$ cat src/rtl/umi_pkg.sv
// Shared UMI definitions for the register poller: opcodes, command field
// offsets, poller state encoding and the read-command builder.
package umi_pkg;

  localparam logic [4:0] UMI_REQ_READ  = 5'h01;
  localparam logic [4:0] UMI_RESP_READ = 5'h02;

  localparam int CMD_OPCODE_LSB = 0;
  localparam int CMD_SIZE_LSB   = 5;
  localparam int CMD_LEN_LSB    = 8;

  typedef enum logic [1:0] {
    IDLE = 2'd0,
    REQ  = 2'd1,
    RESP = 2'd2,
    WAIT = 2'd3
  } poll_state_t;

  // Single-word read: opcode, log2(bytes) size, len 0, all upper bits zero.
  function automatic logic [15:0] read_cmd(input logic [2:0] size);
    logic [15:0] c;
    c = '0;
    c[CMD_OPCODE_LSB +: 5] = UMI_REQ_READ;
    c[CMD_SIZE_LSB +: 3]   = size;
    c[CMD_LEN_LSB +: 8]    = 8'h00;
    return c;
  endfunction

endpackage

$ cat src/rtl/umi_poll_timer.sv
// Loadable down-counter that parks at zero; done is high while the count is zero.
// Loaded with N it reports done in the (N+1)th cycle after the load.
module umi_poll_timer #(
  parameter int PW = 16
) (
  input  logic          clk,
  input  logic          reset,
  input  logic          load,
  input  logic [PW-1:0] load_val,
  output logic          done
);

  logic [PW-1:0] cnt;

  always_ff @(posedge clk or posedge reset) begin
    if (reset) begin
      cnt <= '0;
    end else if (load) begin
      cnt <= load_val;
    end else if (cnt != '0) begin
      cnt <= cnt - 1'b1;
    end
  end

  assign done = (cnt == '0);

endmodule

$ cat src/rtl/umi_reg_poller.sv
// UMI host-side poller: repeatedly reads one register through a UMI endpoint,
// publishes the latest value, flags response timeouts and counts stray responses.
module umi_reg_poller
  import umi_pkg::*;
#(
  parameter int DW = 32,
  parameter int CW = 32,
  parameter int AW = 64,
  parameter int PW = 16
) (
  input  logic          clk,
  input  logic          reset,
  input  logic          enable,
  input  logic [PW-1:0] period,
  input  logic [PW-1:0] timeout,
  input  logic [AW-1:0] target_addr,
  input  logic [AW-1:0] host_addr,
  output logic          uhost_req_valid,
  input  logic          uhost_req_ready,
  output logic [CW-1:0] uhost_req_cmd,
  output logic [AW-1:0] uhost_req_dstaddr,
  output logic [AW-1:0] uhost_req_srcaddr,
  output logic [DW-1:0] uhost_req_data,
  input  logic          uhost_resp_valid,
  output logic          uhost_resp_ready,
  input  logic [CW-1:0] uhost_resp_cmd,
  input  logic [AW-1:0] uhost_resp_dstaddr,
  input  logic [AW-1:0] uhost_resp_srcaddr,
  input  logic [DW-1:0] uhost_resp_data,
  output logic [DW-1:0] value,
  output logic          value_valid,
  output logic          timeout_err,
  output logic [7:0]    stray_cnt
);

  localparam logic [2:0] SIZE = 3'($clog2(DW / 8));

  // A phase of length N occupies max(N,1) cycles, so the timer is loaded with N-1.
  function automatic logic [PW-1:0] phase_len(input logic [PW-1:0] n);
    return (n == '0) ? '0 : n - 1'b1;
  endfunction

  poll_state_t   state, state_nxt;
  logic [AW-1:0] dst_q, src_q;
  logic          tmo_en_q;
  logic          resp_ready_q;
  logic          req_hs, resp_hs, resp_match, tmo_hit;
  logic          wait_load, wait_done, tmo_done;
  logic          unused_bits;

  assign req_hs     = (state == REQ) && uhost_req_ready;
  assign resp_hs    = uhost_resp_valid && resp_ready_q;
  assign resp_match = (state == RESP) && resp_hs &&
                      (uhost_resp_cmd[4:0] == UMI_RESP_READ) &&
                      (uhost_resp_dstaddr == src_q);
  assign tmo_hit    = (state == RESP) && tmo_en_q && tmo_done;
  assign wait_load  = (state_nxt == WAIT) && (state != WAIT);

  umi_poll_timer #(.PW(PW)) u_wait_timer (
    .clk      (clk),
    .reset    (reset),
    .load     (wait_load),
    .load_val (phase_len(period)),
    .done     (wait_done)
  );

  umi_poll_timer #(.PW(PW)) u_tmo_timer (
    .clk      (clk),
    .reset    (reset),
    .load     (req_hs),
    .load_val (phase_len(timeout)),
    .done     (tmo_done)
  );

  always_ff @(posedge clk or posedge reset) begin
    if (reset) state <= IDLE;
    else       state <= state_nxt;
  end

  always_comb begin
    state_nxt = state;
    case (state)
      IDLE:    if (enable) state_nxt = REQ;
      REQ:     if (uhost_req_ready) state_nxt = RESP;
      RESP:    if (resp_match || tmo_hit) state_nxt = WAIT;
      WAIT:    if (wait_done) state_nxt = enable ? REQ : IDLE;
      default: state_nxt = IDLE;
    endcase
  end

  always_comb begin
    uhost_req_valid = 1'b0;
    uhost_req_cmd   = '0;
    if (state == REQ) begin
      uhost_req_valid = 1'b1;
      uhost_req_cmd   = CW'(read_cmd(SIZE));
    end
  end

  // Request fields are captured on every entry to REQ and held until the handshake.
  always_ff @(posedge clk or posedge reset) begin
    if (reset) begin
      dst_q        <= '0;
      src_q        <= '0;
      tmo_en_q     <= 1'b0;
      resp_ready_q <= 1'b0;
    end else begin
      resp_ready_q <= 1'b1;
      if ((state_nxt == REQ) && (state != REQ)) begin
        dst_q <= target_addr;
        src_q <= host_addr;
      end
      if (req_hs) tmo_en_q <= (timeout != '0);
    end
  end

  // A match outranks a timeout expiring in the same cycle.
  always_ff @(posedge clk or posedge reset) begin
    if (reset) begin
      value       <= '0;
      value_valid <= 1'b0;
      timeout_err <= 1'b0;
      stray_cnt   <= '0;
    end else begin
      value_valid <= resp_match;
      if (resp_match) begin
        value       <= uhost_resp_data;
        timeout_err <= 1'b0;
      end else if (tmo_hit) begin
        timeout_err <= 1'b1;
      end
      if (resp_hs && !resp_match && (stray_cnt != 8'hFF)) stray_cnt <= stray_cnt + 8'd1;
    end
  end

  assign uhost_req_dstaddr = dst_q;
  assign uhost_req_srcaddr = src_q;
  assign uhost_req_data    = '0;
  assign uhost_resp_ready  = resp_ready_q;

  assign unused_bits = ^{uhost_resp_srcaddr, uhost_resp_cmd[CW-1:5]};

endmodule

$ cat config.mk
export PLATFORM = sky130hd
export DESIGN_NAME = umi_reg_poller
export DESIGN_NICKNAME = d
export VERILOG_FILES = /design/src/rtl/umi_pkg.sv /design/src/rtl/umi_poll_timer.sv /design/src/rtl/umi_reg_poller.sv
export SDC_FILE = /design/constraint.sdc
export NUM_CORES = 1
export LEC_CHECK = 0
export CAP_MARGIN = 15
export CORE_AREA = 2 2 231 233
export CTS_BUF_LIST = sky130_fd_sc_hd__clkbuf_8
export CTS_CLUSTER_SIZE = 24
export DETAILED_ROUTE_END_ITERATION = 6
export DIE_AREA = 0 0 233 235
export SYNTH_ARGS = -nofsm -noshare
export SYNTH_HDL_FRONTEND = slang
export SYNTH_HIERARCHICAL = 1
export SYNTH_SLANG_ARGS = --single-unit
$ cat constraint.sdc
create_clock -name clk -period 8.25 [get_ports clk]
set_input_delay 1.65 -clock clk [delete_from_list [all_inputs] [get_ports clk]]
set_output_delay 1.65 -clock clk [all_outputs]
set_load 0.03 [all_outputs]
# == Yosys cells after proc, flatten, opt, wreduce, memory -nomap -nowiden ==
# Cells that the tools add are included.
# word_totals
register_bits,206
in_bits,357
out_inout_bits,236
wordCells,66
# classes
n_addsub,5
eq_ne,10
n_mux,16
n_reduce_logical,24
# ops
op,count
16-bit two-way mux,6
64-bit equality test,1
16-bit zero test,4
"16-bit by 1-bit subtractor with 16-bit output, second input constant",4
16-bit nonzero test,3
1-bit logical AND,11
"8-bit by 1-bit adder with 8-bit output, second input constant",1
2-bit two-way mux,4
"8-bit != test, second input constant",1
2-bit case mux with 4 select lines,1
7-bit two-way mux,1
"2-bit equality test, second input constant",3
2-bit nonzero test,3
"5-bit by 2-bit equality test with 1-bit output, second input constant",1
"2-bit by 1-bit equality test with 1-bit output, second input constant",2
1-bit two-way mux,4
2-bit zero test,1
"2-bit by 1-bit != test with 1-bit output, second input constant",1
"2-bit != test, second input constant",1
1-bit zero test,1
1-bit logical OR,1

# == Depth between registers and ports, before layout ==
# Gate-level depths: netlist of run 1.
# depth
depth_word,10
ltp_mapped,13
mapped_depth_nobuf,10

# == Cells and area by module ==
# The synthesis of run 1 kept the hierarchy.
# modules_own_cells
module,instances,cells_per_inst,area_each_um2,seq_area_each_um2
umi_reg_poller,1,730,8908.5,4354.2
umi_poll_timer,2,102,993.5,400.4

# == Worst setup path after synthesis of run 1 ==
# No wires, ideal clock.
# synth_timing
path_type,input port to flip-flop
start,in uhost_resp_dstaddr[8]
end,reg u_wait_timer.cnt[14]
setup_ns,0.140
arrival_ns,4.125
required_ns,8.110
setup_slack_ns,3.984
path_stages,12
n_path_buf,3
path_cell_list,xor2_1 or4b_1 or4_4 or2_4 nor2b_4 buf_12 buf_12 nand2b_1 inv_1 clkbuf_1 o311ai_1 o211ai_1
# synth_via
elab_chain_cells,8
word_cells_on_any_way,9
cone_classes,eq/ne (2); mux (3); reduce/logical (4)
# synth_rtl
element,line_no,text
"start, declared",umi_reg_poller.sv:27,"input logic [AW-1:0] uhost_resp_dstaddr,"
64-bit equality test *,umi_reg_poller.sv:55,(uhost_resp_dstaddr == src_q);
1-bit logical AND *,umi_reg_poller.sv:54,(uhost_resp_cmd[4:0] == UMI_RESP_READ) &&
1-bit logical OR *,umi_reg_poller.sv:85,RESP: if (resp_match || tmo_hit) state_nxt = WAIT;
2-bit two-way mux *,umi_reg_poller.sv:85,
2-bit case mux with 4 select lines *,umi_reg_poller.sv:82,case (state)
2-bit equality test *,umi_reg_poller.sv:57,assign wait_load = (state_nxt == WAIT) && (state != WAIT);
1-bit logical AND *,umi_reg_poller.sv:57,
via wait_load,umi_reg_poller.sv:48,"logic wait_load, wait_done, tmo_done;"
16-bit two-way mux or 2-bit nonzero test (tied branches),--,
"end signal, assigned",umi_poll_timer.sv:19,cnt <= load_val;
"end signal, assigned",umi_poll_timer.sv:21,cnt <= cnt - 1'b1;
"end, declared",umi_poll_timer.sv:13,logic [PW-1:0] cnt;
# The timed path passes the listed nets; every way through them passes the cells marked *.
# A chain may end at the register's enable or synchronous reset.

# == Worst setup path after layout of run 1 ==
# layout_timing
start,in uhost_resp_dstaddr[56]
end,reg u_wait_timer.cnt[14]
# The elaborated chain is that of the path after synthesis.

==> results.sh, run 1 <==
export IMPL_die_area_mm2=0.0548
export IMPL_powerDensity_mw_per_mm2=187
export IMPL_cp_max_fo=23
export IMPL_synth_distinct_cells=60
export IMPL_slew_violations=0
export IMPL_placementRows=84
export IMPL_ys_ff_latch=206
export IMPL_grt_max_degree=65
export IMPL_core_mm2=0.0522
export IMPL_drc=0
export IMPL_cts_max_level=2
export IMPL_endpoint_kind="register"
export IMPL_whs_path_depth=1
export IMPL_root_buffer="clkbuf_8"
export IMPL_grtUsageTotal=0.133
export IMPL_io_pins=593
export IMPL_rrSetupSlack_ps=4340
export IMPL_clock_latency_ps=590
export IMPL_ctsResizeCount=0
export IMPL_numClockSinks=206
export IMPL_final_util=0.321
export IMPL_power_mw=3.13
export IMPL_power_leakage_nw=7.10
export IMPL_grt_antenna_before_repair=2
export IMPL_synth_edf_count=0
export IMPL_initial_utilization=0.209
export IMPL_syn_area_mm2=0.0109
export IMPL_via_per_inst=4.16
export IMPL_critPathKind="in -> reg"
export IMPL_hold_violations=0
export IMPL_num_vias=8796
export IMPL_nNetsFinal=1754
export IMPL_synthTopCellsByArea="dfrtp_1 47%, mux2_2 14%, xnor2_1 6.5%, buf_4 4.4%, mux2_4 3.7%"
export IMPL_finalCriticalPeriod_ps=4990
export IMPL_rsz0062_at_grt="no"
export IMPL_holdPathEnd="stray_cnt[7]"
export IMPL_synth_top_family_by_area="multiplexers"
export IMPL_yosys_area_share_simple=0.146
export IMPL_ant_nets=0
export IMPL_cp_arrival_ps=5410
export IMPL_synth_top_area_share=0.473
export IMPL_worst_pin_slew_ps=1020
export IMPL_cts_tree="yes"
export IMPL_dieHeight_um=235
export IMPL_worstHoldStart="stray_cnt[7]"
export IMPL_die_x_um=233
export IMPL_synth_xor_area_share=0.0796
export IMPL_cts_made_buffers=43
export IMPL_setup_viol=0
export IMPL_dr_pass1_iters=4
export IMPL_start_kind="input pin"
export IMPL_synth_flop_cell="dfrtp_1"
export IMPL_ys_seq_area_frac=0.473
export IMPL_detail_route_wl_per_cell_um=17.3
export IMPL_syn_inst=934
export IMPL_clkSlewWorstSetupHoldPaths_ps=60
export IMPL_final_cell_area_mm2=0.0168
export IMPL_gp_congestion=0.817
export IMPL_cts_buffer_depth=3
export IMPL_portBuffers=439
export IMPL_synth_warnings=6
export IMPL_final_layout_size_suffix_gt1_frac=0.184
export IMPL_place_area_mm2=0.0158
export IMPL_reg2reg_depth=9
export IMPL_max_freq_mhz=200
export IMPL_synth_mux_area_fraction=0.181
export IMPL_synth_compound_area_frac=0.0457
export IMPL_dp_hpwl_mm=28.4
export IMPL_min_path_type="reg -> reg"
export IMPL_whs_ps=496
export IMPL_grt_first_pass_wirelength_mm=55.6
export IMPL_drtIter0Drc=393
export IMPL_synthArstFlopShare=1.00
export IMPL_grt_pass1_vias=9198
export IMPL_clock_skew_ps=31.9
export IMPL_drv_cap=0
export IMPL_yosys_area_top_type="dfrtp_1"
export IMPL_r2r_end="u_wait_timer/cnt[14]"
export IMPL_ir_worst_vdd_uv=135
export IMPL_postSynthAreaPerCell_um2=11.7
export IMPL_post_cts_buffers=0
export IMPL_synth_fa_ha_area_frac=0.00574
export IMPL_routed_wl_mm=36.6
export IMPL_setup_tns_ps=0
export IMPL_fin_crit_sh=0.605
export IMPL_area_delta_synth_final_pct=53.8
export IMPL_relSlewSlack=0.317
export IMPL_r2r_start="uhost_req_srcaddr[56]"
export IMPL_status="complete, no violations"
export IMPL_required_ps=8670
export IMPL_holdBufCountCts=0
export IMPL_grt_overflow=0
-- how the worst max path moves through the flow --
stage                                start              endpoint  slack (ps)  cells after the start
global route        uhost_resp_dstaddr[56]  u_wait_timer/cnt[14]        2970                     10
global placement    uhost_resp_dstaddr[38]  u_wait_timer/cnt[14]        2540                     10
floorplan                            reset              state[0]        1880                      1
finish              uhost_resp_dstaddr[56]  u_wait_timer/cnt[14]        3260                     10
detailed placement  uhost_resp_dstaddr[56]  u_wait_timer/cnt[14]        2550                     10
CTS                 uhost_resp_dstaddr[38]  u_wait_timer/cnt[14]        3150                     10
-- power by group --
group	leakage (nW)	internal (mW)	switching [mW]	total, mW
clock network	0.539	0.712	0.491	1.20
logic	3.81	0.346	0.354	0.701
registers	2.75	1.11	0.118	1.23
total	7.10	2.17	0.963	3.13
-- per-stage QoR --
stage                     setup slack, ps  cells
after global placement               2540   2034
after detailed placement             2550   2034
after floorplan                      1880    995
after CTS                            3150   2113
after global routing                 2970   2115
final                                3260   2116
-- sequential cells by signal, indices dropped and copies added (netlist names) --
| signal | count |
|---|---|
| uhost_resp_ready | 1 |
| uhost_req_srcaddr | 64 |
| u_wait_timer/cnt | 16 |
| timeout_err | 1 |
| uhost_req_dstaddr | 64 |
| tmo_en_q | 1 |
| stray_cnt | 8 |
| state | 2 |
| value_valid | 1 |
| u_tmo_timer/cnt | 16 |
| value | 32 |
-- synthesized netlist by cell type (all sizes together) (3+ instances only) --
| library cell | instances |
|---|---|
| a2111oi | 3 |
| a211oi | 4 |
| a21o | 4 |
| a21oi | 26 |
| and3 | 7 |
| buf | 72 |
| clkbuf | 22 |
| dfrtp | 206 |
| ha | 5 |
| inv | 22 |
| mux2 | 161 |
| mux2i | 6 |
| nand2 | 59 |
| nand2b | 8 |
| nand3 | 7 |
| nand3b | 7 |
| nand4 | 18 |
| nand4b | 7 |
| nor2 | 45 |
| nor2b | 25 |
| nor3 | 25 |
| nor3b | 7 |
| nor4 | 20 |
| o2111ai | 4 |
| o211ai | 5 |
| o21ai | 18 |
| o31ai | 7 |
| or3 | 9 |
| or4 | 9 |
| xnor2 | 81 |
| xor2 | 18 |
-- area by class of cell --
cell class	count	area (um2)
sequential	206	5150
clock buffer	57	785
clock inverter	22	176
inverter	22	90.1
tap	688	861
multi-input combinational	673	5230
fill	5273	35500
timing repair buffer	446	4450
antenna	2	5.00
-- cells by family after synthesis --
logic type	count (synthesis)
xor gates and xnor gates	99
and+or+nand+nor	261
DFF	206
adders and majority gates	5
other	2
muxes	167
buffers and inverters	116
AOI/OAI and AO/OA	78
-- layer usage --
layer | vias up | part of all wire | GRT usage
li1 | 4084 | - | -
met1 | 4302 | 0.39 | 0.152
met3 | 49 | 0.090 | 0.0524
met5 | - | 0.00044 | 0
met4 | 2 | 0.020 | 0.0367
met2 | 359 | 0.50 | 0.230
-- worst max-delay path: stages --
cell and delay (ps):
clkdlybuf4s50_1 410, xnor2_1 660, nand4b_1 150, nor4_1 530
and4bb_4 350, nor2b_4 200, nand2b_1 690, inv_1 410
o311ai_1 200, o211ai_1 140
-- placed cells by master, fill, tap and decap left out, types with 6 or more instances in the layout --
cell type,synthesis,routed
nor3_1,17,17
nand2_1,59,59
o21ai_0,9,9
xor2_1,18,18
buf_4,64,6
conb_1,2,63
mux2_4,27,27
clkbuf_8,0,57
dfrtp_1,206,206
o31ai_1,7,7
inv_1,22,35
clkdlybuf4s50_1,0,439
or4_1,8,8
mux2_2,132,132
mux2i_1,6,6
a21oi_1,26,26
xnor2_1,81,81
nor4_1,18,18
nor2b_1,24,24
nor2_1,43,43
nor3_2,6,6
o21ai_1,9,9
nand3b_1,7,7
nand4_1,16,16
or3_1,9,9
and3_1,7,6
nand2b_1,8,8
(Power assumes the default switching activity.)
==> run 2: changes to the inputs <==
==> constraint.sdc (replaced) <==
create_clock -name clk -period 5 [get_ports clk]
set_input_delay 1 -clock clk [delete_from_list [all_inputs] [get_ports clk]]
set_output_delay 1 -clock clk [all_outputs]
set_load 0.03 [all_outputs]
==> run 2 against run 1 <==
Register-to-register slack got worse by 2700 ps. Sequential share of layout area increased by 0.23 points. Setup slack got worse by 2000 ps. Die area unchanged. Sequential cell count unchanged. Power increased by 54%. Routed wire length decreased by 1.8%. Design area decreased by 0.75%. Combinational power increased by 64%. Sequential power increased by 64%.
==> results.sh, run 2 (same netlist as run 1, synthesis figures left out) <==
export IMPL_status="complete, no violations"
export IMPL_ir_worst_vdd_uv=193
export IMPL_ctsResizeCount=0
export IMPL_worst_pin_slew_ps=898
export IMPL_post_cts_buffers=0
export IMPL_drv_cap=0
export IMPL_grt_use_met3=0.0547
export IMPL_dp_hpwl_mm=28.1
export IMPL_finalCriticalPeriod_ps=3760
export IMPL_stdcell_count=2108
export IMPL_grt_overflow=0
export IMPL_min_path_type="reg -> reg"
export IMPL_dr_pass1_iters=4
export IMPL_multi_input_area_mm2=0.00523
export IMPL_root_buffer="clkbuf_8"
export IMPL_cp_arrival_ps=4190
export IMPL_nNetsFinal=1756
export IMPL_die_x_um=233
export IMPL_layout_common_cells="439 x clkdlybuf4s50_1, 206 x dfrtp_1, 132 x mux2_2, 81 x xnor2_1, 63 x conb_1"
export IMPL_area_delta_synth_final_pct=52.6
export IMPL_required_ps=5430
export IMPL_start_kind="input pin"
export IMPL_num_vias=8594
export IMPL_via_per_inst=4.08
export IMPL_grt_first_pass_wirelength_mm=54.3
export IMPL_endpoint_kind="register"
export IMPL_relSlewSlack=0.400
export IMPL_powerDensity_mw_per_mm2=290
export IMPL_power_leakage_nw=7.03
export IMPL_clock_skew_ps=20.3
export IMPL_ant_nets=0
export IMPL_gp_congestion=0.810
export IMPL_max_freq_mhz=266
export IMPL_rsz0062_at_grt="no"
export IMPL_cts_tree="yes"
export IMPL_cts_buffer_depth=3
export IMPL_dp_cells=2039
export IMPL_whs_path_depth=1
export IMPL_setup_viol=0
export IMPL_portBuffers=439
export IMPL_dieHeight_um=235
export IMPL_top_usage_layer="met2"
export IMPL_detail_route_wl_per_cell_um=17.0
export IMPL_cts_made_buffers=41
export IMPL_placementRows=84
export IMPL_reg2reg_depth=10
export IMPL_final_layout_size_suffix_gt1_frac=0.181
export IMPL_cp_max_fo=11
export IMPL_critPathKind="in -> reg"
export IMPL_grt_use_met1=0.145
export IMPL_numClockSinks=206
export IMPL_holdBufCountCts=0
export IMPL_slew_violations=0
export IMPL_hold_violations=0
export IMPL_routed_wl_mm=35.9
export IMPL_core_mm2=0.0522
export IMPL_clock_latency_ps=580
export IMPL_nFillCells=5375
export IMPL_fin_crit_sh=0.752
export IMPL_drc=0
export IMPL_seq_area_mm2=0.00515
export IMPL_clkSlewWorstSetupHoldPaths_ps=60
export IMPL_grtUsageTotal=0.129
export IMPL_grt_antenna_before_repair=0
export IMPL_grt_max_degree=75
export IMPL_grt_pass1_vias=9075
export IMPL_io_pins=593
export IMPL_drtIter0Drc=310
export IMPL_die_area_mm2=0.0548
export IMPL_cts_max_level=2
export IMPL_layout_commonest_cell="clkdlybuf4s50_1"
export IMPL_initial_utilization=0.209
export IMPL_setup_tns_ps=0
export IMPL_met2_usage=0.222
==> run 2: cell types whose count changed in the layout (fill, tap and decap cells not counted), sizes merged <==
cell	change
buf	+5
bufinv	-3
clkbuf	-9
clkinv	+1
inv	-2
==> run 2: layout make-up <==
type	instances	share of cell area
clock buffers	49	0.0406
inverters	22	0.00519
well taps	688	0.0518
repair buffers	450	0.272
clock inverters	18	0.00512
flip-flops and latches	206	0.310
multi-input cells	673	0.315
diodes	2	0.000301
==> run 2: worst paths after layout <==
| path | from | end | slack, ps |
|---|---|---|---|
| worst max-delay path | uhost_resp_dstaddr[18] | u_wait_timer/cnt[14] | 1240 |
| worst min-delay path | uhost_req_dstaddr[22] | uhost_req_dstaddr[22] | 500 |
| worst max register to register | u_wait_timer/cnt[0] | uhost_req_srcaddr[55] | 1600 |
| worst min register to register | uhost_req_dstaddr[22] | uhost_req_dstaddr[22] | 500 |
| max in group asynchronous | reset | uhost_req_srcaddr[9] | 3010 |
| min in group asynchronous | reset | u_wait_timer/cnt[11] | 970 |
==> run 2: stage by stage <==
step / setup slack, ps / hold WS (ps) / area [um2] / util / total power, mW
after floorplan: 1380 / 495 / 11100 / - / 2.70
after global placement: 640 / 483 / 15900 / 0.304 / 3.20
after detailed placement: 595 / 491 / 15900 / 0.304 / 3.21
after CTS: 1230 / 507 / 16600 / 0.318 / 4.93
after global routing: 1040 / 518 / 16600 / 0.318 / 5.09
final: 1240 / 504 / 16600 / 0.318 / 4.82
==> run 2: where the power goes <==
part           internal, mW  leakage, nW  switching (mW)  total [mW]
clock network         0.882        0.437           0.765        1.65
registers              1.83         2.75           0.192        2.02
logic                 0.573         3.84           0.577        1.15
==> run 2: metal layers <==
layer	up-vias	routed length (um)
met5	-	0
met4	0	603
met3	38	3320
met2	324	18000
met1	4162	14000
li1	4070	-
==> run 2: worst max-delay path, stage by stage <==
cell             delay [ps]
clkdlybuf4s50_1         420
xnor2_1                 280
or4b_1                  500
or4_4                   540
or2_4                   280
nor2b_4                 190
nand2b_1                370
inv_1                   300
o311ai_1                160
o211ai_1                140
==> RTL edit: new RTL, flow settings as in run 1 <==
Reset style: synchronous (`reset`), changed in 4 clocked blocks.
--- a/src/rtl/umi_poll_timer.sv
+++ b/src/rtl/umi_poll_timer.sv
@@ -13,5 +13,5 @@
   logic [PW-1:0] cnt;
 
-  always_ff @(posedge clk or posedge reset) begin
+  always_ff @(posedge clk) begin
     if (reset) begin
       cnt <= '0;
--- a/src/rtl/umi_reg_poller.sv
+++ b/src/rtl/umi_reg_poller.sv
@@ -73,5 +73,5 @@
   );
 
-  always_ff @(posedge clk or posedge reset) begin
+  always_ff @(posedge clk) begin
     if (reset) state <= IDLE;
     else       state <= state_nxt;
@@ -99,5 +99,5 @@
 
   // Request fields are captured on every entry to REQ and held until the handshake.
-  always_ff @(posedge clk or posedge reset) begin
+  always_ff @(posedge clk) begin
     if (reset) begin
       dst_q        <= '0;
@@ -116,5 +116,5 @@
 
   // A match outranks a timeout expiring in the same cycle.
-  always_ff @(posedge clk or posedge reset) begin
+  always_ff @(posedge clk) begin
     if (reset) begin
       value       <= '0;
Function: differs if reset is asserted again (counterexample within 4 cycles, from zero or initial values and one cycle with reset high); with reset held inactive, the same outputs for 4 cycles.
==> RTL edit against run 1 <==
Sequential cell count unchanged. Critical endpoint is now u_wait_timer/cnt[13]. Via count increased by 15%. Area after synthesis decreased by 8.0%. Fmax is 8.3% lower. Largest cell class unchanged. Worst hold slack got worse by 45 ps. Final area decreased by 7.5%. Worst setup slack worse by 450 ps. Register-to-register slack got worse by 400 ps. First-iteration DRC count is 28% higher. Routed wire length rose by 4.6%. Combinational power up 64%. Power up 5.5%. Clock power fell by 23%. Non-clock buffer count is 1 lower.
==> RTL edit: results (changes against run 1) <==
Clock network
  • # resized after CTS: 0 (unchanged)
  • CTS Buf Count: 39 (-9.3%)
  • Post-CTS setup repair buffer count: 0 (unchanged)
  • Clk buf depth: 3 (unchanged)

Detailed routing
  • TritonRoute pass-1 iters: 6 (+2)
  • Routed WL: 38.28 mm (+4.6%)
  • Vias/cell: 4.224 (+1.6%)
  • DR iter-0 viols: 504 (+28%)
  • Routed WL per cell: 16.00 µm (-7.5%)

Critical path
  • Reg-to-Reg Start: uhost_req_srcaddr[57]
  • Critical Path Source: uhost_resp_dstaddr[57]
  • Worst reg2reg path depth: 13 (+4)
  • Max stage delay on crit path: 750 ps (+60 ps)
  • Slowest cell on the critical path: nor2b_1
  • Worst-path fanout max: 30 (+30%)

Synth
  • Async set-or-reset flop fraction in the synthesized netlist: 0% (-100 points)
  • Most used DFF post-synth: dfxtp_1
  • Most frequent cells after synthesis: nand2_1 (308), dfxtp_1 (206), a21oi_1 (150), nor2_1 (87), buf_4 (65)
  • Distinct cell type count after synthesis: 65 (+8.3%)
  • Synth warn: 6 (unchanged)
  • Synth top area cells: dfxtp_1 (41%), nand2_1 (12%), a21oi_1 (7.5%)
  • Sequential element share of the synthesized area: 41.12% (-6.2 points)
  • Syn Area/Cell: 7.915 µm² (-32%)

Run status
  • Outcome: completed

Final layout
  • Clkbuf count: 43 (-25%)
  • Filler cell count: 5575 (+5.7%)
  • Inverter count: 28 (+27%)
  • Nets: 2044 (+17%)
  • Proportion of final cell area spent on non-clock buffers: 28.65% (+2.1 points)
  • Multi-Input Combinational: 962 (+43%)
  • Clk cell area share: 4.399% (-1.3 points)
  • Nonclk buf count: 445 (-0.22%)
  • Antenna diode count: 1 (-1)
  • Share of layout cells above drive strength 1: 5.106% (-13 points)
  • Multi-input gate share of total cell area: 34.10% (+2.9 points)
  • P&R area growth vs syn: 54.57%
  • Seq. cell area: 4124 µm² (-20%)

GRT
  • First-pass GRT wire length: 57.30 mm (+3.1%)
  • Total GRT Usage: 13.51% (+0.18 points)
  • Met1 usage: 15.22% (about the same)
  • Met2 Use GR: 23.73% (+0.75 points)
  • GR Layer Usage met3: 5.085% (-0.16 points)
  • Pin count of the biggest net entering global routing: 102 (+57%)
  • Vias in the first global route: 9973 (+8.4%)

Place
  • Routability cong.: 0.8057 (-1.4%)
  • Hpwl dp: 28.88 mm (+1.8%)
  • Inst Count DP: 2329 (+15%)
  • Pre-CTS worst setup slack: 2238 ps (-307.2 ps)
  • Port Buf Inserts: 439 (unchanged)
  • Post-DP Area: 14820 µm² (-6.1%)

STA
  • Final setup TNS: 0 ps (unchanged)
  • Worst Skew: 31.40 ps (-0.4953 ps)
  • Worst slew margin: 26.65% (-5.0 points)

Power and ir drop
  • Peak supply drop: 0.0001095 V (-19%)
  • Pleak: 5.820 nW (-18%)
  • Int Power: 2.080 mW (-4.1%)

Worst hold path
  • Hold depth: 2 (+1)
  • Hold path startpoint: uhost_req_dstaddr[12]
==> RTL edit: cell types whose count changed after synthesis, moves of 34 or more <==
cell,before,now
nand2_1,59,308
nor2_1,43,87
dfxtp_1,0,206
mux2_2,132,2
dfrtp_1,206,0
clkbuf_1,22,56
a21oi_1,26,150
==> RTL edit: cell families after synthesis <==
group / count (synthesis) / share of synthesized area [%]
other: 1 / 0.03739
xor gates and xnor gates: 81 / 7.074
AOI/OAI and AO/OA: 238 / 14.21
and+or+nand+nor: 541 / 24.77
buffers and inverters: 160 / 8.634
DFF: 206 / 41.12
adders and majority gates: 5 / 0.6238
muxes: 35 / 3.531
==> RTL edit: path summary, 6_finish.rpt <==
| kind | endpoint | slack [ps] |
|---|---|---|
| setup reg to reg | u_wait_timer/cnt[13] | 3940 |
| hold reg to reg | uhost_req_dstaddr[12] | 450 |
| hold / removal | uhost_req_dstaddr[12] | 450 |
| setup / recovery | u_wait_timer/cnt[13] | 2810 |
==> RTL edit: layer usage <==
layer	share of wire, %	routed length (µm)	vias to the layer above
met5	0.031	12	-
met4	1.8	701	2
met3	8.6	3275	50
met2	50	19220	351
met1	39	15070	4720
li1	-	-	4986
==> RTL edit: power groups by stage <==
| stage | sequential, mW | clock, mW | combinational (mW) |
|---|---|---|---|
| 3_3_place_gp | 1.24 | 0 | 1.12 |
| 2_1_floorplan | 1.32 | 0 | 0.689 |
| 4_1_cts | 1.22 | 0.970 | 1.15 |
| 5_1_grt | 1.24 | 1.01 | 1.24 |
| 3_5_place_dp | 1.24 | 0 | 1.14 |
| 6_report | 1.23 | 0.927 | 1.15 |
